`src/rtl/cla_seq_arbiter_pkg.sv`:
```
// Shared types and constants for the sequential CLA arbiter.
// Pure declarations; no timing or flow control of its own.
// Used by the controller and the adder slice.
package cla_seq_arbiter_pkg;

    localparam int WIDTH = 16;
    localparam int SLICE = 6;
    localparam int NPASS = 3;

    localparam logic REQ0 = 1'b0;
    localparam logic REQ1 = 1'b1;

    typedef enum logic [1:0] {
        IDLE = 2'd0,
        PASS = 2'd1,
        DONE = 2'd2
    } state_t;

    // Captured operation: B is stored already inverted for subtract.
    typedef struct packed {
        logic [WIDTH-1:0] a;
        logic [WIDTH-1:0] b;
        logic             id;
    } op_t;

    // Operand bits fed to the slice on a given pass; the top pass is zero-padded.
    function automatic logic [SLICE-1:0] slice_of(input logic [WIDTH-1:0] v,
                                                  input logic [1:0]       pass);
        logic [SLICE-1:0] r;
        case (pass)
            2'd0:    r = v[5:0];
            2'd1:    r = v[11:6];
            default: r = {2'b00, v[15:12]};
        endcase
        return r;
    endfunction

endpackage

```
`src/rtl/cla_6bit_ci.sv`:
```
// 6-bit carry-lookahead adder slice with carry in and carry out.
// Purely combinational, zero latency.
// No flow control; the caller registers the result.
import cla_seq_arbiter_pkg::*;

module cla_6bit_ci (
    input  logic [SLICE-1:0] a,
    input  logic [SLICE-1:0] b,
    input  logic             ci,
    output logic [SLICE-1:0] s,
    output logic             co
);

    logic [SLICE-1:0] p;
    logic [SLICE-1:0] g;
    logic [SLICE:0]   gg;
    logic [SLICE:0]   c;

    assign p  = a ^ b;
    assign g  = a & b;
    assign gg = {g, ci};

    // c[i] = OR over k of gg[k] & p[k..i-1]: every carry is a flat two-level term.
    always_comb begin
        logic term;
        logic acc;
        term = 1'b0;
        acc  = 1'b0;
        c    = '0;
        c[0] = ci;
        for (int i = 1; i <= SLICE; i++) begin
            acc = 1'b0;
            for (int k = 0; k <= i; k++) begin
                term = gg[k];
                for (int m = k; m < i; m++) begin
                    term = term & p[m];
                end
                acc = acc | term;
            end
            c[i] = acc;
        end
    end

    assign s  = p ^ c[SLICE-1:0];
    assign co = c[SLICE];

endmodule

```
`src/rtl/cla_seq_arbiter.sv`:
```
// Round-robin arbiter sharing one 6-bit CLA slice for 16-bit add/sub.
// Latency: 3 edges from request accept to rsp_valid.
// Backpressure: result holds in DONE until rsp_ready; no request is accepted outside IDLE.
import cla_seq_arbiter_pkg::*;

module cla_seq_arbiter (
    input  logic             clk,
    input  logic             rst_n,
    input  logic             req0_valid,
    output logic             req0_ready,
    input  logic [WIDTH-1:0] req0_a,
    input  logic [WIDTH-1:0] req0_b,
    input  logic             req0_sub,
    input  logic             req1_valid,
    output logic             req1_ready,
    input  logic [WIDTH-1:0] req1_a,
    input  logic [WIDTH-1:0] req1_b,
    input  logic             req1_sub,
    output logic             rsp_valid,
    input  logic             rsp_ready,
    output logic             rsp_id,
    output logic [WIDTH-1:0] rsp_sum,
    output logic             rsp_cout,
    output logic             rsp_ovf,
    output logic             busy
);

    state_t           state;
    state_t           state_nxt;
    op_t              op_q;
    logic             carry_q;
    logic [1:0]       pass_q;
    logic             rr_last;
    logic [11:0]      low_q;

    logic             gnt_vld;
    logic             gnt_id;
    logic             accept;
    logic [WIDTH-1:0] sel_a;
    logic [WIDTH-1:0] sel_b;
    logic             sel_sub;
    logic [SLICE-1:0] sl_a;
    logic [SLICE-1:0] sl_b;
    logic [SLICE-1:0] sl_s;
    logic             sl_co;
    logic             last_pass;

    // Grant: a lone requester wins; on contention the one not served last wins.
    always_comb begin
        gnt_vld = req0_valid | req1_valid;
        gnt_id  = REQ0;
        if (req0_valid && req1_valid) begin
            gnt_id = ~rr_last;
        end else if (req1_valid) begin
            gnt_id = REQ1;
        end
    end

    // Ready is gated by rst_n so nothing is offered while reset is held.
    assign accept     = rst_n && (state == IDLE) && gnt_vld;
    assign req0_ready = accept && (gnt_id == REQ0);
    assign req1_ready = accept && (gnt_id == REQ1);
    assign busy       = (state != IDLE);

    assign sel_a   = (gnt_id == REQ1) ? req1_a   : req0_a;
    assign sel_b   = (gnt_id == REQ1) ? req1_b   : req0_b;
    assign sel_sub = (gnt_id == REQ1) ? req1_sub : req0_sub;

    assign sl_a      = slice_of(op_q.a, pass_q);
    assign sl_b      = slice_of(op_q.b, pass_q);
    assign last_pass = (pass_q == 2'(NPASS - 1));

    cla_6bit_ci u_slice (
        .a  (sl_a),
        .b  (sl_b),
        .ci (carry_q),
        .s  (sl_s),
        .co (sl_co)
    );

    always_comb begin
        state_nxt = state;
        case (state)
            IDLE:    if (accept)    state_nxt = PASS;
            PASS:    if (last_pass) state_nxt = DONE;
            DONE:    if (rsp_ready) state_nxt = IDLE;
            default:                state_nxt = IDLE;
        endcase
    end

    always_ff @(posedge clk) begin
        if (!rst_n) begin
            state <= IDLE;
        end else begin
            state <= state_nxt;
        end
    end

    always_ff @(posedge clk) begin
        if (!rst_n) begin
            op_q      <= '0;
            carry_q   <= 1'b0;
            pass_q    <= 2'd0;
            rr_last   <= REQ1;
            low_q     <= '0;
            rsp_valid <= 1'b0;
            rsp_id    <= 1'b0;
            rsp_sum   <= '0;
            rsp_cout  <= 1'b0;
            rsp_ovf   <= 1'b0;
        end else begin
            case (state)
                IDLE: begin
                    if (accept) begin
                        op_q.a  <= sel_a;
                        op_q.b  <= sel_b ^ {WIDTH{sel_sub}};
                        op_q.id <= gnt_id;
                        carry_q <= sel_sub;
                        rr_last <= gnt_id;
                        pass_q  <= 2'd0;
                    end
                end
                PASS: begin
                    pass_q <= pass_q + 2'd1;
                    if (pass_q == 2'd0) begin
                        low_q[5:0] <= sl_s;
                        carry_q    <= sl_co;
                    end else if (pass_q == 2'd1) begin
                        low_q[11:6] <= sl_s;
                        carry_q     <= sl_co;
                    end else begin
                        // Slice bit 4 sees only the carry out of bit 15.
                        rsp_sum   <= {sl_s[3:0], low_q};
                        rsp_cout  <= sl_s[4];
                        rsp_ovf   <= (op_q.a[WIDTH-1] == op_q.b[WIDTH-1]) &&
                                     (sl_s[3] != op_q.a[WIDTH-1]);
                        rsp_id    <= op_q.id;
                        rsp_valid <= 1'b1;
                    end
                end
                DONE: begin
                    if (rsp_ready) begin
                        rsp_valid <= 1'b0;
                    end
                end
                default: ;
            endcase
        end
    end

endmodule

```
`config.mk`:
```
export PLATFORM = sky130hd
export DESIGN_NAME = cla_seq_arbiter
export DESIGN_NICKNAME = d
export VERILOG_FILES = /design/src/rtl/cla_seq_arbiter_pkg.sv /design/src/rtl/cla_6bit_ci.sv /design/src/rtl/cla_seq_arbiter.sv
export SDC_FILE = /design/constraint.sdc
export NUM_CORES = 1
export LEC_CHECK = 0
export ABC_AREA = 1
export CAP_MARGIN = 40
export CORE_UTILIZATION = 30
export CTS_BUF_LIST = sky130_fd_sc_hd__clkbuf_4 sky130_fd_sc_hd__clkbuf_8
export CTS_CLUSTER_SIZE = 40
export DETAILED_ROUTE_END_ITERATION = 10
export PLACE_DENSITY = 0.61
export SLEW_MARGIN = 20
export SYNTH_ARGS = -nofsm -noshare
export SYNTH_HDL_FRONTEND = slang
export SYNTH_SLANG_ARGS = --single-unit
export TNS_END_PERCENT = 100
```
`constraint.sdc`:
```
create_clock -name clk -period 4.9 [get_ports clk]
set_input_delay 0.98 -clock clk [delete_from_list [all_inputs] [get_ports clk]]
set_output_delay 0.98 -clock clk [all_outputs]
set_load 0.02 [all_outputs]
```
### Word-level counts from Yosys, hierarchy flattened

Cells that the tools add are included.

* flip-flop bits (word level): 71
* output and inout port bits: 23
* word-level logic and storage cells: 118

* add/subtract/negate cells: 1
* equal/unequal tests: 12
* muxes and demuxes: 21
* bitwise gates (word level): 51
* reductions and logical operators: 19

Operators with widths (number)
* $mux W16: 2
* $pmux W6 S2: 2
* $or A1 B1 Y1: 22
* $and A1 B1 Y1: 21
* $xor A16 B16 Y16: 1
* $reduce_and A3 Y1: 4
* $xor A6 B6 Y6: 2
* $ne A2 B2 Y1 const B: 5
* $mux W1: 9
* $mux W2: 4
* $and A6 B6 Y6: 1
* $logic_and A1 B1 Y1: 6
* $pmux W2 S3: 1
* $reduce_and A2 Y1: 3
* $reduce_bool A2 Y1: 3
* $eq A2 B1 Y1 const B: 2
* $eq A2 B2 Y1 const B: 2
* $logic_not A2 Y1: 2
* $not A1 Y1: 4
* $pmux W1 S2: 2
* $pmux W2 S2: 1
* $reduce_and A4 Y1: 1
* $ne A3 B3 Y1 const B: 1
* $add A2 B1 Y2 const B: 1
* 2 further kinds: 2

### Logic depth before layout (Yosys ltp)

Gate-level depths: netlist of run 1.

* depth after elaboration: 18
* depth in mapped cells: 21
* depth with buffers taken out: 20

### Cells and area by module

From an unflattened synthesis of run 1, not the netlist that was laid out.

* cells, all modules: 634
* area, all modules: 4186.5 um^2

By module, submodules not included
* cla_seq_arbiter: times used 1, cells an instance 601, area an instance 3937.5 um^2
* cla_6bit_ci: times used 1, cells an instance 33, area an instance 249.0 um^2

### Worst setup path after synthesis of run 1

Ideal clock, no wire load.

* path type: input port to output port
* from: input req1_valid
* to: output req1_ready
* arrival: 1615 ps
* data required time: 3920 ps
* setup slack: 2305 ps
* cell stages on the path: 5
* cells stage by stage: nor2_1 -> nor3_4 -> nand3_2 -> inv_2 -> buf_6

* longest elaborated chain between the ends: 3
* elaborated cells on any way between the ends: 6

Ends and longest elaborated chain
* start, declared: line cla_seq_arbiter.sv:14 `input logic req1_valid,`
* $mux W1 (tied with other cells): line cla_seq_arbiter.sv:54 `end else if (req1_valid) begin`
* $mux W1 / $logic_and A1 B1 Y1 (equally long branches): line cla_seq_arbiter.sv:52, cla_seq_arbiter.sv:60
* $logic_and A1 B1 Y1 (*): line cla_seq_arbiter.sv:62 `assign req1_ready = accept && (gnt_id == REQ1);`
* end, declared: line cla_seq_arbiter.sv:15 `output logic req1_ready,`

Mark *: on every way between the ends. The rest lies on a longest branch, timed or not.

### Final worst setup path of run 1

Ends and elaborated chain as after synthesis.

==> impl_metrics.csv, run 1 <==
group,metric,value,unit
grt,grt_pass1_wl,14.8,mm
clock_tree,ctsResizeCount,0,
layout,area_growth,34.8,%
synth,syn_nets,550,
pwr,p_comb_share,31.9,%
route,drt_wl_total,8.82,mm
route,drc,0,
critical_path,r2r-end,"rsp_ovf",
critical_path,max_stage_delay,0.67,ns
critical_path,critPathMaxFanout,17,
die,rows,39,
grt,antenna_found_initial,0,
pwr,switchingPower,0.613,mW
grt,grtUsageTotal,14.9,%
placed_design,port_buffers,93,
clock_tree,postCtsSetupRepairBufs,0,
worst_hold_path,hold_depth,2,
timing,clock_skew,0.0104,ns
clock_tree,clkLatencyLatePin,0.36,ns
placed_design,dp_hpwl,6.47,mm
route,antenna_left,0,
synth,yosys_warnings,0,
pwr,sw_frac_of_total,34.0,%
route,routed_via_density,4.66,
timing,fin_crit,3.96,ns
layout,fill_cells,1174,
timing,tightest_slew,0.699,ns
clock_tree,clockBufferDepth,2,
layout,final_nets,634,
timing,slew_violations,0,
clock_tree,cts.clk_slew.worst_paths,0.08,ns
route,via_count,3262,
grt,grt_max_degree,52,
status,status,"finished, final reports clean",
critical_path,worstPathArrival,2.98,ns
synth,synthCells,468,
clock_tree,hold_buffers,0,
grt,grt_pass1_vias,3175,
die,core,0.0115,mm^2
pwr,vdd_ir_drop_max,0.184,mV
route,drt_iter0_drc,167,
die,die_height,111,um
synth,async_reset_ff_share,0,%
synth,post_synth_num_cell_types,38,
critical_path,r2r_slack,1.89,ns
clock_tree,cts_root_buf,"clkbuf_8",
critical_path,cp.required,3.92,ns
synth,synth_ff_type,"dfxtp_1",
clock_tree,h-tree-depth,3,
layout,insertedDiodeCount,0,
pwr,total_power,1.80,mW
synth,synth_edf_count,0,
synth,synth_seq_cells,71,
clock_tree,cts_made_buffers,9,
pwr,cellLeakagePower,2.08,nW
die,design.die.area,0.0122,mm^2
synth,yosysSeqAreaShare,40.1,%
critical_path,reg2reg_from,"pass_q[1]",
synth,synth_area_per_cell,7.57,um^2
die,die_x,111,um
timing,fin_tns_setup,0,ns
clock_tree,cts.sinks,71,
timing,slew_headroom,53.4,%
critical_path,end_kind,"primary output",
grt,overflow,0,
synth,syn_area,0.00354,mm^2
timing,setup_viol,0,
critical_path,rr_worst_depth,17,
placed_design,gp_congestion,0.810,
layout,drive_gt1_share,5.39,%
timing,rsz0062_at_grt,"no",
critical_path,startpoint_type,"input pin",
die,initial_core_util,30.9,%
pwr,power_density,378,mW/mm^2
timing,hold_viol_final,0,
worst_hold_path,hold_class,"reg2reg",
route,wire_per_inst,12.6,um
critical_path,cpMaxStageDelayCell,"clkdlybuf4s50_1",
critical_path,cp_common_cell,"clkdlybuf4s50_1",
critical_path,cp-endpoint,"req1_ready",
critical_path,crit_type,"in2out",
layout,multi_input_area,0.00177,mm^2
pwr,sequentialPowerShare,39.2,%
run,drv_cap,0,
route,first_pass_iters,4,
placed_design,dp_cells,684,
critical_path,worstPathCellList,"clkdlybuf4s50_1 > nor2_1 > nor3_4 > nand3_2 > inv_2 > clkdlybuf4s50_1",
timing,fmax,0.252,GHz
timing,finalCritPeriodShare,80.9,%
critical_path,cp-startpoint,"req1_valid",
layout,instances_no_fill,700,
clock_tree,cts_tree,"done",
layout,most-common-layout-cells,"93 x nand2_1, 93 x clkdlybuf4s50_1, 71 x dfxtp_1",
pwr,p_clk_share,29.0,%
pwr,p_int,1.19,mW
die,io-pin-count,94,
layout,seqCellArea,0.00142,mm^2
==> worst max-delay path, delay by kind of cell <==
| family | cells | cell delay [ns] |
|---|---|---|
| buffers and inverters | 3 | 1.51 |
| AND/OR/NAND/NOR | 3 | 0.49 |
==> flip-flops by register name, summed over array words and instances, names as in the netlist <==
name / flops
op_q: 33
rsp_valid: 1
rsp_cout: 1
rsp_sum: 16
pass_q: 2
state: 2
rsp_ovf: 1
rsp_id: 1
carry_q: 1
low_q: 12
rr_last: 1
==> layer usage <==
metal	wire length (um)	track usage (%)
met1	4070	18.7
met2	4280	24.8
met3	317	2.69
met4	154	6.40
met5	0	0
==> cell type report <==
| cell class | instances | share of cell area, % |
|---|---|---|
| multi-input cells | 313 | 37.1 |
| repair buffers | 95 | 19.8 |
| clock buffers | 9 | 2.60 |
| clock inverters | 7 | 2.04 |
| well taps | 143 | 3.75 |
| inverters | 62 | 4.90 |
| flip-flops and latches | 71 | 29.8 |
==> per-stage QoR <==
step	setup WS [ns]	hold slack (ns)	utilization [%]	area (um^2)
finish	0.938	0.454	41.6	4770
global route	0.853	0.494	41.6	4770
CTS	0.940	0.460	41.6	4770
detailed placement	0.947	0.458	39.7	4550
global placement	1.01	0.450	39.7	4550
floorplan	2.31	0.430	-	3540
==> cells in the mapped netlist (all sizes together), types with 2 or more instances <==
cell     n  share of area, %
nand3   13               2.0
nand2   94                10
a31oi   16               2.8
a21oi   21               3.0
o221ai   2              0.49
o211ai   2              0.42
a211oi   2              0.42
buf      8               1.7
dfxtp   71                40
ha      10               3.5
xor2    19               4.7
o21bai   2              0.42
nand3b   2              0.42
mux2i   16               4.5
a22oi    2              0.42
o21ai   58               8.5
clkbuf  14               1.5
o22ai    3              0.53
clkinv   2              0.25
nor2    39               4.5
inv     60               6.4
a22o     3              0.74
nand4    3              0.53
o21a     2              0.42
==> power by group through the flow <==
stage	Clock [mW]	Combinational (mW)	Sequential, mW
3_5_place_dp	0	0.578	0.720
6_report	0.522	0.575	0.707
4_1_cts	0.533	0.581	0.707
5_1_grt	0.562	0.645	0.717
2_1_floorplan	0	0.355	0.738
3_3_place_gp	0	0.568	0.717
==> worst min-delay path by stage <==
stage / start / to / slack (ns)
detailed placement: low_q[11] / rsp_sum[11] / 0.46
finish: low_q[11] / rsp_sum[11] / 0.45
global route: low_q[5] / rsp_sum[5] / 0.49
global placement: low_q[5] / rsp_sum[5] / 0.45
floorplan: low_q[11] / rsp_sum[11] / 0.43
CTS: low_q[11] / rsp_sum[11] / 0.46
==> cells by family after synthesis <==
logic type,synth area share [%]
compound gates,18.4
xor+xnor,4.70
fa+ha+maj,4.10
buf+inv,9.82
flops,40.1
mux,4.52
simple gates,18.3
No activity file was read; power rests on OpenSTA's default activity.
==> inputs of run 2 (changes only) <==
==> constraint.sdc (replaced) <==
create_clock -name clk -period 4 [get_ports clk]
set_input_delay 0.8 -clock clk [delete_from_list [all_inputs] [get_ports clk]]
set_output_delay 0.8 -clock clk [all_outputs]
set_load 0.02 [all_outputs]
==> impl_metrics.csv, run 2 (synthesis gave the netlist of run 1 again) <==
group,metric,value,unit
route,drt_wl_total,8.80,mm
clock_tree,postCtsSetupRepairBufs,0,
critical_path,critPathMaxFanout,17,
grt,grt_max_degree,52,
grt,overflow,0,
clock_tree,h-tree-depth,3,
grt,grtUsageTotal,15.0,%
grt,met2_usage,25.6,%
route,drt_iter0_drc,174,
critical_path,cp_common_cell,"clkdlybuf4s50_1",
clock_tree,cts.clk_slew.worst_paths,0.08,ns
grt,grt_use_met1,18.2,%
die,io-pin-count,94,
pwr,cellLeakagePower,2.12,nW
route,first_pass_iters,4,
critical_path,max_stage_delay,0.65,ns
status,status,"finished, final reports clean",
placed_design,gp_congestion,0.804,
die,die_height,111,um
timing,setup_ws,0.501,ns
die,initial_core_util,30.9,%
critical_path,end_kind,"primary output",
layout,instances_no_fill,701,
timing,slew_violations,0,
timing,slew_headroom,52.5,%
die,rows,39,
clock_tree,cts_root_buf,"clkbuf_8",
placed_design,dp_cells,685,
grt,grt_pass1_wl,14.9,mm
critical_path,crit_type,"in2out",
placed_design,dp_hpwl,6.57,mm
layout,reg.largest.list,"op_q (33), rsp_sum (16), low_q (12)",
clock_tree,hold_buffers,0,
route,via_count,3282,
timing,fin_tns_setup,0,ns
clock_tree,ctsResizeCount,0,
timing,setup_viol,0,
timing,hold_viol_final,0,
placed_design,place_ws,0.489,ns
worst_hold_path,hold_class,"reg2reg",
timing,tightest_slew,0.712,ns
pwr,vdd_ir_drop_max,0.270,mV
route,routed_via_density,4.68,
die,die_x,111,um
grt,grt.met3_usage,4.28,%
grt,grt_pass1_vias,3210,
layout,largest_reg_flops,33,
route,wire_per_inst,12.6,um
timing,fmax,0.286,GHz
route,drc,0,
critical_path,worstPathArrival,2.70,ns
pwr,power_density,487,mW/mm^2
timing,finalCritPeriodShare,87.5,%
critical_path,critPathBufInv,3,
timing,holdWs,0.463,ns
layout,final_util,42.2,%
grt,gr-max-usage-layer,"met2",
critical_path,cpMaxStageDelayCell,"clkdlybuf4s50_1",
critical_path,worstPathCellList,"clkdlybuf4s50_1 > nor2_1 > nor3_4 > nand3_2 > inv_2 > clkdlybuf4s50_1",
die,core,0.0115,mm^2
layout,regMostFlops,"op_q",
layout,drive_gt1_share,5.56,%
critical_path,cp.required,3.20,ns
layout,most-common-layout-cells,"93 x nand2_1, 93 x clkdlybuf4s50_1, 71 x dfxtp_1",
clock_tree,clockBufferDepth,2,
timing,fin_crit,3.50,ns
critical_path,startpoint_type,"input pin",
clock_tree,cts_made_buffers,9,
critical_path,r2r_slack,1.03,ns
placed_design,port_buffers,93,
route,antenna_left,0,
critical_path,crit_family,"buffers and inverters",
clock_tree,cts_tree,"done",
grt,antenna_found_initial,0,
layout,final_nets,635,
clock_tree,clkLatencyLatePin,0.35,ns
run,drv_cap,0,
timing,rsz0062_at_grt,"no",
clock_tree,cts.sinks,71,
layout,insertedDiodeCount,0,
layout,area_growth,36.5,%
die,design.die.area,0.0122,mm^2
timing,clock_skew,0.0124,ns
[run 2: cell type report]
cell class / instances / area, um^2
clock inverters: 7 / 151
flip-flops and latches: 71 / 1420
fillers: 1196 / 6630
multi-input cells: 313 / 1770
repair buffers: 96 / 953
well taps: 143 / 179
clock buffers: 9 / 124
inverters: 62 / 234
[run 2: path summary, 6_finish.rpt]
check / startpoint / endpoint / cells after the start
min: low_q[5] / rsp_sum[5] / 2
min reg2reg: low_q[5] / rsp_sum[5] / 2
max: req1_valid / req1_ready / 6
max reg2reg: pass_q[0] / low_q[4] / 17
[run 2: power by group]
part	leakage [nW]	switching, mW	internal [mW]	total, mW
registers	0.584	0.0499	0.816	0.866
logic	1.40	0.415	0.292	0.707
clock network	0.138	0.293	0.488	0.781
[run 2: stage by stage]
stage	total power [mW]	instance area (um^2)
4_1_cts	2.37	4830
3_5_place_dp	1.59	4560
5_1_grt	2.50	4830
2_1_floorplan	1.34	3540
3_3_place_gp	1.57	4560
6_report	2.35	4830
[run 2: tightest hold or removal path: stages (launching register included)]
cell and delay [ns]:
dfxtp_1 0.30, inv_1 0.06, a21oi_1 0.06
[run 2: metal layers]
metal  wire length, um  share of wire, %
met3               419               4.8
met4               138               1.6
met1              3940                45
met2              4300                49
met5                 0                 0
==> inputs of run 3 (changes only) <==
--- a/config.mk
+++ b/config.mk
@@ -7,6 +7,7 @@
 export LEC_CHECK = 0
 export ABC_AREA = 1
 export CAP_MARGIN = 40
+export CORE_MARGIN = 2
 export CORE_UTILIZATION = 30
 export CTS_BUF_LIST = sky130_fd_sc_hd__clkbuf_4 sky130_fd_sc_hd__clkbuf_8
 export CTS_CLUSTER_SIZE = 40
==> impl_metrics.csv, run 3 (synthesis gave the netlist of run 1 again) <==
group,metric,value,unit
status,status,"finished, final reports clean",
placed_design,gp_congestion,0.812,
timing,tightest_slew,0.722,ns
run,drv_cap,0,
timing,hold_viol_final,0,
placed_design,place_ws,0.469,ns
critical_path,max_stage_delay,0.66,ns
critical_path,cp.required,3.20,ns
die,core,0.0115,mm^2
layout,drive_gt1_share,5.56,%
timing,finalCritPeriodShare,87.7,%
pwr,switchingPower,0.752,mW
clock_tree,cts.sinks,71,
worst_hold_path,hold_class,"reg2reg",
timing,fin_tns_setup,0,ns
critical_path,cpMaxStageDelayCell,"clkdlybuf4s50_1",
timing,setup_viol,0,
pwr,p_clk_share,29.2,%
critical_path,cp_common_cell,"clkdlybuf4s50_1",
critical_path,critPathMaxFanout,17,
placed_design,port_buffers,93,
timing,slew_headroom,51.8,%
pwr,p_comb_share,31.8,%
layout,regMostFlops,"op_q",
pwr,total_power,2.22,mW
layout,fill_cells,1161,
grt,overflow,0,
grt,grt_pass1_wl,14.4,mm
pwr,cellLeakagePower,2.09,nW
route,highest_layer,"met4",
pwr,vdd_ir_drop_max,0.244,mV
layout,final_util,41.7,%
layout,final_nets,635,
layout,area_growth,35.2,%
clock_tree,clkLatencyLatePin,0.35,ns
timing,clock_skew,0.0153,ns
die,io-pin-count,94,
route,drt_wl_total,8.69,mm
clock_tree,cts_tree,"done",
timing,fin_crit,3.51,ns
clock_tree,hold_buffers,0,
route,drc,0,
clock_tree,cts.clk_slew.worst_paths,0.08,ns
clock_tree,cts_root_buf,"clkbuf_8",
clock_tree,clockBufferDepth,2,
placed_design,dp_hpwl,6.47,mm
die,design.die.area,0.0127,mm^2
timing,fmax,0.285,GHz
layout,reg.largest.list,"op_q (33), rsp_sum (16), low_q (12)",
critical_path,worstPathCellList,"clkdlybuf4s50_1 > nor2_1 > nor3_4 > nand3_2 > inv_2 > clkdlybuf4s50_1",
route,met3_length,428,um
die,rows,39,
route,via_count,3209,
timing,holdWs,0.457,ns
critical_path,crit_type,"in2out",
layout,multi_input_area,0.00177,mm^2
critical_path,startpoint_type,"input pin",
grt,grt_max_degree,52,
pwr,sw_frac_of_total,33.9,%
layout,largest_reg_flops,33,
pwr,p_int,1.47,mW
route,routedLengthMet1,4.01,mm
route,first_pass_iters,5,
die,die_x,113,um
route,drt_iter0_drc,143,
layout,seqCellArea,0.00142,mm^2
clock_tree,cts_made_buffers,9,
grt,antenna_found_initial,0,
clock_tree,ctsResizeCount,0,
critical_path,end_kind,"primary output",
route,routed_via_density,4.58,
die,die_height,113,um
layout,most-common-layout-cells,"93 x nand2_1, 93 x clkdlybuf4s50_1, 71 x dfxtp_1",
route,wire_per_inst,12.4,um
critical_path,worstPathArrival,2.71,ns
pwr,power_density,463,mW/mm^2
route,dr_wl_met2,4.09,mm
grt,grt_pass1_vias,3087,
timing,rsz0062_at_grt,"no",
timing,setup_ws,0.492,ns
clock_tree,h-tree-depth,3,
clock_tree,postCtsSetupRepairBufs,0,
die,initial_core_util,30.9,%
grt,grtUsageTotal,14.0,%
pwr,sequentialPowerShare,39.1,%
timing,slew_violations,0,
route,antenna_left,0,
layout,insertedDiodeCount,0,
==> run 3: cell count changes in the layout (fill, tap and decap cells not counted), sizes merged <==
cell	change
bufinv	-2
clkinv	+2
clkinvlp	+1
inv	-1
==> run 3: routing by layer <==
| metal | global-route usage [%] | vias up |
|---|---|---|
| li1 | - | 1701 |
| met1 | 17.9 | 1407 |
| met2 | 23.1 | 89 |
| met3 | 3.35 | 12 |
| met4 | 5.04 | 0 |
| met5 | 0 | - |
==> run 3: per-stage QoR <==
stage | std cells | area, um^2
2_1_floorplan | 468 | 3540
3_3_place_gp | 685 | 4560
3_5_place_dp | 685 | 4560
4_1_cts | 701 | 4790
5_1_grt | 701 | 4790
6_report | 701 | 4790
==> run 3: final cells by class <==
type | instances | area share, %
clock buffer | 9 | 2.59
clock inverter | 7 | 2.14
inverter | 62 | 4.89
multi-input combinational | 313 | 37.0
sequential | 71 | 29.7
tap | 143 | 3.74
timing repair buffer | 96 | 19.9
==> run 3: power by group through the flow <==
stage / Sequential [mW] / Clock, mW / Combinational (mW)
detailed placement: 0.881 / 0 / 0.708
finish: 0.866 / 0.646 / 0.705
floorplan: 0.904 / 0 / 0.434
global placement: 0.879 / 0 / 0.696
CTS: 0.866 / 0.666 / 0.711
global route: 0.879 / 0.691 / 0.794
==> run 3: path summary, 6_finish.rpt <==
path                   start          to  slack (ns)  cells after the start
setup / recovery  req1_valid  req1_ready        0.49                      6
hold reg to reg     low_q[5]  rsp_sum[5]        0.46                      2
hold / removal      low_q[5]  rsp_sum[5]        0.46                      2
setup reg to reg   pass_q[0]     rsp_ovf        1.08                     17
==> run 3: critical path: cells and delay by family <==
family | cells | cell delay (ns)
AND/OR/NAND/NOR | 3 | 0.46
buffers and inverters | 3 | 1.44
